--- config.mk ---
export PLATFORM = sky130hd
export DESIGN_NAME = pipe_chain
export DESIGN_NICKNAME = d
export VERILOG_FILES = /design/src/rtl/pipe_chain.sv
export SDC_FILE = /design/constraint.sdc
export NUM_CORES = 1
export LEC_CHECK = 0
export BUFFER_PORTS_ARGS = -buffer_cell sky130_fd_sc_hd__buf_4
export CORE_MARGIN = 2
export CORE_UTILIZATION = 45
export CTS_CLUSTER_DIAMETER = 30
export DETAILED_ROUTE_END_ITERATION = 10
export PLACE_DENSITY = 0.81
export SLEW_MARGIN = 40
export SYNTH_ARGS = -nofsm -noshare
export SYNTH_HDL_FRONTEND = slang
export SYNTH_SLANG_ARGS = --single-unit
--- constraint.sdc ---
create_clock -name clk -period 3.05 [get_ports clk]
set_input_delay 0.61 -clock clk [delete_from_list [all_inputs] [get_ports clk]]
set_output_delay 0.61 -clock clk [all_outputs]
set_load 0.01 [all_outputs]
--- src/rtl/pipe_chain.sv ---
// pipe_chain: DEPTH-stage pipeline register chain carrying a WIDTH-bit payload.
// Each stage can be held by its stall_req bit. A stall holds that stage and
// every stage below it, and inserts a bubble directly above the highest
// stalled stage. A flush clears every stage on the next edge. stall_cnt counts
// edges with any stall request and saturates at its maximum value.
//
// Handshake: in_valid/in_data are offered at stage 0 and are consumed on a
// rising edge only when in_valid & in_ready. in_ready is low while stage 0 is
// frozen or flush is high. A refused payload is not consumed, so the producer
// keeps offering it until it is accepted.
module pipe_chain #(
    parameter int               WIDTH     = 32,
    parameter int               DEPTH     = 4,
    parameter logic [WIDTH-1:0] RESET_VAL = '0,
    parameter int               CNT_W     = 32
) (
    input  logic                   clk,
    input  logic                   reset,
    input  logic                   in_valid,
    input  logic [WIDTH-1:0]       in_data,
    output logic                   in_ready,
    input  logic [DEPTH-1:0]       stall_req,
    input  logic                   flush,
    output logic [DEPTH-1:0]       stage_valid,
    output logic [DEPTH*WIDTH-1:0] stage_data,
    output logic                   out_valid,
    output logic [WIDTH-1:0]       out_data,
    output logic [DEPTH-1:0]       freeze,
    output logic [CNT_W-1:0]       stall_cnt
);

    localparam logic [CNT_W-1:0] CNT_MAX = '1;

    logic [DEPTH-1:0] v_q;
    logic [WIDTH-1:0] s_q [DEPTH];

    // A stage is frozen when it or any stage above it requests a stall.
    always_comb begin
        freeze = '0;
        for (int k = 0; k < DEPTH; k++) begin
            freeze[k] = |(stall_req >> k);
        end
    end

    assign in_ready = ~freeze[0] & ~flush;

    // Stage 0: flush clears it; when frozen it holds; otherwise it loads the
    // offered payload, or a bubble if nothing is offered.
    always_ff @(posedge clk or negedge reset) begin
        if (!reset) begin
            v_q[0] <= 1'b0;
            s_q[0] <= RESET_VAL;
        end else if (flush) begin
            v_q[0] <= 1'b0;
            s_q[0] <= RESET_VAL;
        end else if (!freeze[0]) begin
            v_q[0] <= in_valid;
            s_q[0] <= in_valid ? in_data : RESET_VAL;
        end
    end

    for (genvar k = 1; k < DEPTH; k++) begin : g_stage
        // Stage k: it holds when frozen. When the stage below is frozen but
        // this one is not, it sits directly above the highest stall and takes
        // a bubble. Otherwise it advances.
        always_ff @(posedge clk or negedge reset) begin
            if (!reset) begin
                v_q[k] <= 1'b0;
                s_q[k] <= RESET_VAL;
            end else if (flush) begin
                v_q[k] <= 1'b0;
                s_q[k] <= RESET_VAL;
            end else if (freeze[k]) begin
                v_q[k] <= v_q[k];
                s_q[k] <= s_q[k];
            end else if (freeze[k-1]) begin
                v_q[k] <= 1'b0;
                s_q[k] <= RESET_VAL;
            end else begin
                v_q[k] <= v_q[k-1];
                s_q[k] <= s_q[k-1];
            end
        end
    end

    // Count edges with any stall request. Flush does not affect the count.
    // The counter saturates at its maximum value and clears only on reset.
    always_ff @(posedge clk or negedge reset) begin
        if (!reset) begin
            stall_cnt <= '0;
        end else if ((|stall_req) && (stall_cnt != CNT_MAX)) begin
            stall_cnt <= stall_cnt + 1'b1;
        end
    end

    // Flatten stage payloads; stage k sits at bits [k*WIDTH +: WIDTH].
    always_comb begin
        stage_data = '0;
        for (int k = 0; k < DEPTH; k++) begin
            stage_data[k*WIDTH +: WIDTH] = s_q[k];
        end
    end

    assign stage_valid = v_q;
    assign out_valid   = v_q[DEPTH-1];
    assign out_data    = s_q[DEPTH-1];

endmodule

# Word-level counts from Yosys, hierarchy flattened
# Cells that the tools add are included.
# Widths: inputs -> output; s select.
[totals]
mem_count = 0
output_inout_bits = 202
mem_bits_rw = 0
latch_bits = 0
register_bits = 164
romBits = 0
[op_classes]
n_shift = 0
div_mod_pow = 0
n_reduce_logical = 4
multipliers = 0
bitwise = 3
addsub = 1
eq_ne = 5
n_lt_le_gt_ge = 0
muxes = 23
[ops]
columns = ["operator", "n"]
rows = [
  ["$mux 32", 12],
  ["$add 32x1->32 const B", 1],
  ["$ne 32x32->1 const B", 1],
  ["$mux 1", 11],
  ["$ne 2x2->1 const B", 3],
  ["$reduce_or 4->1", 1],
  ["$reduce_or 3->1", 1],
  ["$ne 2x1->1 const B", 1],
  ["$not 1->1", 2],
  ["$reduce_or 2->1", 1],
  ["$and 1x1->1", 1],
  ["$logic_and 1x1->1", 1],
]

# Longest topological paths before layout
# Gate-level depths: netlist of the first run.
[depth]
ltp_word = 4
depth_mapped = 9

# Worst setup path before layout of the first run
# OpenSTA, ideal clock, no wires.
[synth_timing]
kind = "input to output"
start = "input stall_req[3]"
end = "output in_ready"
path_slack_ps = 686
required_time_ps = 2440
arrival_time_ps = 1754
stages = 6
path_cell_list = "buf_2 > or3_4 > nor2_4 > inv_1 > nor2_4 > buf_2"
[synth_between]
elab_chain_cells = 3
[synth_lines]
columns = ["item", "line", "text"]
rows = [
  ["start: declaration", "22", "input logic [DEPTH-1:0] stall_req,"],
  ["$reduce_or 4->1", "41", "freeze[k] = |(stall_req >> k);"],
  ["named net freeze[0]", "28", "output logic [DEPTH-1:0] freeze,"],
  ["$not 1->1", "45", "assign in_ready = ~freeze[0] & ~flush;"],
  ["$and 1x1->1", "45", ""],
  ["end: declaration", "21", "output logic in_ready,"],
]
# The timed path passes the listed nets, and every way through them passes these cells.

# Final worst setup path of the first run
[layout_timing]
start = "input stall_req[1]"
end = "output in_ready"
[layout_between]
elab_chain_cells = 3
[layout_lines]
columns = ["item", "line"]
rows = [
  ["$reduce_or 4->1", "41"],
  ["$not 1->1", "45"],
  ["$and 1x1->1", "45"],
]
# Every way passes these cells.

==> impl_metrics.yaml, run 1 <==
clock_tree:
  insertion_delay_ns: 0.42
  cts-resized-gates: 0
  cts_tree: "done"
  htreeDepth: 4
  cts_root_buffer: "clkbuf_16"
  post_cts_buffers: 0
  clock-sinks: 164
  clk_pin_slew_ns: 0.07
  numCtsBuffers: 17
  cts_hold_buf: 0
  cts_buffer_depth: 2
min_path:
  hp-class: "input pin to asynchronous set/reset pin"
critical_path:
  crit_type: "input pin to output pin"
  worst_setup_path_start_kind: "input pin"
  worst-endpoint-arrival_ns: 1.98
  required_ns: 2.44
  critPathCaptureType: "output pin"
  crit_fanout: 34
timing:
  fmax_mhz: 386
  rsz0062_at_grt: "false"
  maxSlewHeadroom: 0.507
  max_slew.worst_pin.slew_ns: 0.734
  fin_skew_ns: 0.00806
  period_minus_slack_ns: 2.59
  finalSetupTns_ns: 0
  hold_violations: 0
  drv_slew: 0
  post-route-period-util: 0.849
  setup_viol: 0
synth:
  synth-xor-area-share: 0.0398
  synth-edff-count: 0
  synth_most_common_cell: "dfrtp_1"
  synth_seq_cells: 164
  yosysTopAreaCell: "dfrtp_1"
  syn-num-nets: 620
  ys_async_sr_fraction: 1.00
  synth_top_area_share: 0.601
  synth_mux_area_frac: 0.00165
  yosys_warnings: 0
  yosysUniqueCellTypes: 39
  synth_ff_type: "dfrtp_1"
  syn_area_sq_um: 6830
  synth_compound_area_frac: 0.152
  netlist_top_cells_count: "dfrtp_1, a22o_1, nand2_1, nor2_1, buf_4"
  avgSynthCellArea_sq_um: 11.8
  ys_top_cells_by_area: "dfrtp_1, a22o_1, buf_4"
  synth-simple-area-share: 0.140
  synth_cells: 579
  yosysSeqAreaShare: 0.601
  synth_top_family_by_area: "compound AO/OA/AOI/OAI gates"
  synth_adder_area_share: 0.00183
drt:
  num_vias: 5411
  drc: 0
  drtAntennaViolNets: 0
  drtIter0Drc: 284
  via_per_inst: 5.53
  wl_mm: 17.9
  first_pass_iters: 4
  routedWlPerCell_microns: 18.3
place:
  dpl-instance-area_sq_um: 8590
  place.gp.congestion: 0.812
  place.port_buffers: 241
  dp_hpwl_mm: 12.5
  dp_cells: 944
die:
  die_h_microns: 127
  boundaryPins: 242
  rows: 45
  initial_core_util: 0.454
  fp.dieW_microns: 127
  core_sq_um: 15000
  dieArea_sq_um: 16200
pwr:
  ir_drop_mv: 0.343
  power_density_nw_per_um2: 528
  power.leakage_nw: 4.57
layout:
  stdcell_area_sq_um: 9240
  drive_gt1_frac: 0.380
  nets: 818
  area_delta_synth_final_pct: 35.3
  fillers: 1205
  antenna_cells: 0
  fin_cells: 978
job:
  maxCapViolations: 0
global_route:
  grt_usage: 0.224
  grt_first_pass_wirelength_mm: 28.5
  grt_pass1_vias: 5179
  grt_max_degree: 64
  overflow: 0
  antenna_found_initial: 0
run_status:
  outcome: "completed"
power by group:
| group | internal [mW] | switching, mW |
|---|---|---|
| clock | 1.23 | 0.917 |
| combinational | 0.196 | 0.233 |
| sequential | 2.23 | 0.0758 |
stage by stage:
stage | hold slack [ns] | power, mW | util | setup WS, ns
finish | 0.178 | 4.88 | 0.615 | 0.461
global route | 0.213 | 5.07 | 0.615 | 0.395
CTS | 0.181 | 4.92 | 0.611 | 0.463
detailed placement | 0.498 | 2.77 | 0.571 | 0.382
global placement | 0.484 | 2.76 | 0.571 | 0.449
floorplan | 0.314 | 2.53 | - | 0.686
cell families after synthesis:
group                    count (synthesis)
AND/OR/NAND/NOR                        169
multiplexers                             1
AO/OA/AOI/OAI                          136
adder cells (fa/ha/maj)                  1
buffers and inverters                   77
flip-flops                             164
XOR/XNOR                                31
placed cells by master, fill, tap and decap left out, drive strengths merged, types with 17 or more instances in the layout:
| cell type | synthesis | layout |
|---|---|---|
| a21oi | 35 | 35 |
| a22o | 65 | 65 |
| a22oi | 33 | 33 |
| buf | 47 | 253 |
| clkbuf | 27 | 17 |
| dfrtp | 164 | 164 |
| nand2 | 44 | 44 |
| nand3b | 33 | 33 |
| nand4 | 18 | 18 |
| nor2 | 41 | 41 |
| xnor2 | 25 | 25 |
critical path, stage by stage:
cell and delay [ns]:
buf_4 0.21, or3_4 0.46, nor2_4 0.17, inv_1 0.15, nor2_4 0.21, buf_4 0.16
per-layer routing:
layer	up-vias	routed length, microns	part of all wire	global-route usage
met5	-	0	0	0
met3	27	1100	0.061	0.0486
met4	0	373	0.021	0.0789
li1	2461	-	-	-
met2	235	8730	0.49	0.365
met1	2688	7710	0.43	0.299
state kept, by name, indices dropped and copies added (netlist names):
signal       cells
out_data        32
out_valid        1
stage_data      96
stage_valid      3
stall_cnt       32
final timing paths:
path                               start        endpoint  slack (ns)  cells after the start
max                         stall_req[1]        in_ready        0.46                      6
max reg2reg                 stall_cnt[0]   stall_cnt[20]        0.82                      6
min in group clk             in_data[19]  stage_data[19]        0.40                      2
max in group asynchronous          reset    out_data[14]        2.18                      2
min                                reset    out_data[24]        0.18                      1
min reg2reg                stall_cnt[31]   stall_cnt[31]        0.51                      1
final cells by class:
cell class                 instances  area [sq um]  area share
sequential                       164          4100       0.444
clock inverter                    15           171      0.0186
inverter                           3          11.3     0.00122
multi-input combinational        338          2310       0.250
clock buffer                      17           425      0.0460
timing repair buffer             253          1980       0.214
tap                              188           235      0.0255
Note: power is estimated with default switching activity, not from simulation.
==> run 2, diff against run 1 <==
--- a/config.mk
+++ b/config.mk
@@ -10,7 +10,7 @@
 export CORE_UTILIZATION = 45
 export CTS_CLUSTER_DIAMETER = 30
 export DETAILED_ROUTE_END_ITERATION = 10
-export PLACE_DENSITY = 0.81
+export PLACE_DENSITY = 0.84
 export SLEW_MARGIN = 40
 export SYNTH_ARGS = -nofsm -noshare
 export SYNTH_HDL_FRONTEND = slang
==> constraint.sdc (replaced) <==
create_clock -name clk -period 2.3 [get_ports clk]
set_input_delay 0.46 -clock clk [delete_from_list [all_inputs] [get_ports clk]]
set_output_delay 0.46 -clock clk [all_outputs]
set_load 0.01 [all_outputs]
==> impl_metrics.yaml, run 2 (synthesis gave the netlist of run 1 again) <==
pwr:
  ir_drop_mv: 0.440
  power_density_nw_per_um2: 696
  power.leakage_nw: 4.60
die:
  rows: 45
  dieArea_sq_um: 16200
  initial_core_util: 0.454
  core_sq_um: 15000
  die_h_microns: 127
  boundaryPins: 242
  fp.dieW_microns: 127
global_route:
  grt_max_degree: 78
  grt_usage: 0.224
  grt_pass1_vias: 5241
  antenna_found_initial: 0
  grt_first_pass_wirelength_mm: 28.5
  overflow: 0
critical_path:
  worst-endpoint-arrival_ns: 2.42
  rr_worst_depth: 6
  critPathSlowestCell: "a2111oi_4"
  worst_setup_path_start_kind: "flop"
  critical-path-max-stage-delay_ns: 0.46
  crit_type: "flop to flop"
  required_ns: 2.60
  critPathCaptureType: "flop"
  path_cells: "ha_1 -> and4_1 -> and4bb_2 -> a2111oi_4 -> nand4_1 -> xnor2_1"
  crit_fanout: 5
clock_tree:
  insertion_delay_ns: 0.42
  htreeDepth: 4
  cts_root_buffer: "clkbuf_16"
  clk_pin_slew_ns: 0.06
  clock-sinks: 164
  post_cts_buffers: 0
  numCtsBuffers: 17
  cts_buffer_depth: 2
  cts_tree: "done"
timing:
  drv_slew: 0
  fin_skew_ns: 0.00659
  post-route-period-util: 0.923
  finalSetupTns_ns: 0
  fmax_mhz: 471
  maxSlewHeadroom: 0.469
  max_slew.worst_pin.slew_ns: 0.795
  rsz0062_at_grt: "false"
  period_minus_slack_ns: 2.12
  hold_violations: 0
  setup_viol: 0
  whs_ns: 0.254
place:
  place.gp.congestion: 0.853
  dp_hpwl_mm: 12.7
  place.port_buffers: 241
drt:
  routed.top_layer: "met4"
  met2_length_mm: 8.85
  via_per_inst: 5.52
  wl_met1_mm: 7.88
  drtAntennaViolNets: 0
  num_vias: 5434
  first_pass_iters: 4
  drtIter0Drc: 304
  wl_mm: 18.1
  drc: 0
  routed-wl-met3_mm: 1.09
  routedWlPerCell_microns: 18.4
layout:
  final_cell_mix: "buf_4, dfrtp_1, a22o_1"
  nets: 824
  antenna_cells: 0
  area_delta_synth_final_pct: 35.6
  drive_gt1_frac: 0.383
  fillers: 1213
  layout.cells.most_common: "buf_4"
  largest_reg_flops: 96
min_path:
  hp-class: "input pin to flop"
  whs_path_depth: 2
job:
  maxCapViolations: 0
run_status:
  outcome: "completed"
==> run 2: cell count changes in the layout (fill, tap and decap cells not counted) <==
cell | previous run | this run
clkinv_2 | 0 | 3
clkbuf_8 | 0 | 1
buf_4 | 247 | 253
inv_8 | 1 | 2
buf_16 | 2 | 0
inv_6 | 5 | 0
dlygate4sd3_1 | 0 | 1
clkbuf_16 | 17 | 18
clkinv_4 | 3 | 4
clkinvlp_4 | 4 | 3
==> run 2: timing repair <==
action / 4_1_cts / 5_1_grt
hold buffers: 1 / 0
gates resized for setup: 0 / 0
hold endpoints to repair: 15 / 0
==> run 2: stage by stage <==
stage / power (mW) / setup WS, ns / utilization / instances / area, sq um
after detailed placement: 3.69 / 0.195 / 0.574 / 950 / 8630
after CTS: 6.50 / 0.187 / 0.614 / 983 / 9240
after global placement: 3.67 / 0.232 / 0.574 / 950 / 8630
after global routing: 6.72 / 0.0513 / 0.616 / 984 / 9260
final: 6.45 / 0.178 / 0.616 / 984 / 9260
after floorplan: 3.35 / 0.232 / - / 579 / 6830
==> run 2: final cells by class <==
class | instances | area [sq um] | area share
clock buffers | 18 | 439 | 0.0474
clock inverters | 14 | 155 | 0.0167
inverters | 3 | 11.3 | 0.00122
multi-input cells | 338 | 2310 | 0.250
flip-flops and latches | 164 | 4100 | 0.443
well taps | 188 | 235 | 0.0254
repair buffers | 259 | 2010 | 0.217
==> run 2: where the power goes <==
part / leakage [nW] / switching (mW) / internal, mW
Combinational: 2.03 / 0.309 / 0.258
Clock: 0.286 / 1.17 / 1.64
Sequential: 2.28 / 0.101 / 2.96
==> run 2: worst paths after layout <==
path                               from              to  slack [ns]
setup / recovery           stall_cnt[0]   stall_cnt[29]        0.18
hold / removal               in_data[5]   stage_data[5]        0.25
setup reg to reg           stall_cnt[0]   stall_cnt[29]        0.18
hold reg to reg            stall_cnt[7]    stall_cnt[7]        0.50
max in group asynchronous         reset  stage_data[45]        1.20
min in group asynchronous         reset    out_data[31]        0.44
==> run 2: worst max-delay path: cells and delay by family, from the launching register on <==
family / cells / cell delay [ns]
adders and majority gates: 1 / 0.24
and+or+nand+nor: 3 / 0.73
DFF: 1 / 0.43
AOI/OAI and AO/OA: 1 / 0.46
xor gates and xnor gates: 1 / 0.15
==> run 2: layer usage <==
layer	vias to the layer above	global-route usage
li1	2475	-
met1	2716	0.304
met2	221	0.355
met3	22	0.0549
met4	0	0.0763
met5	-	0
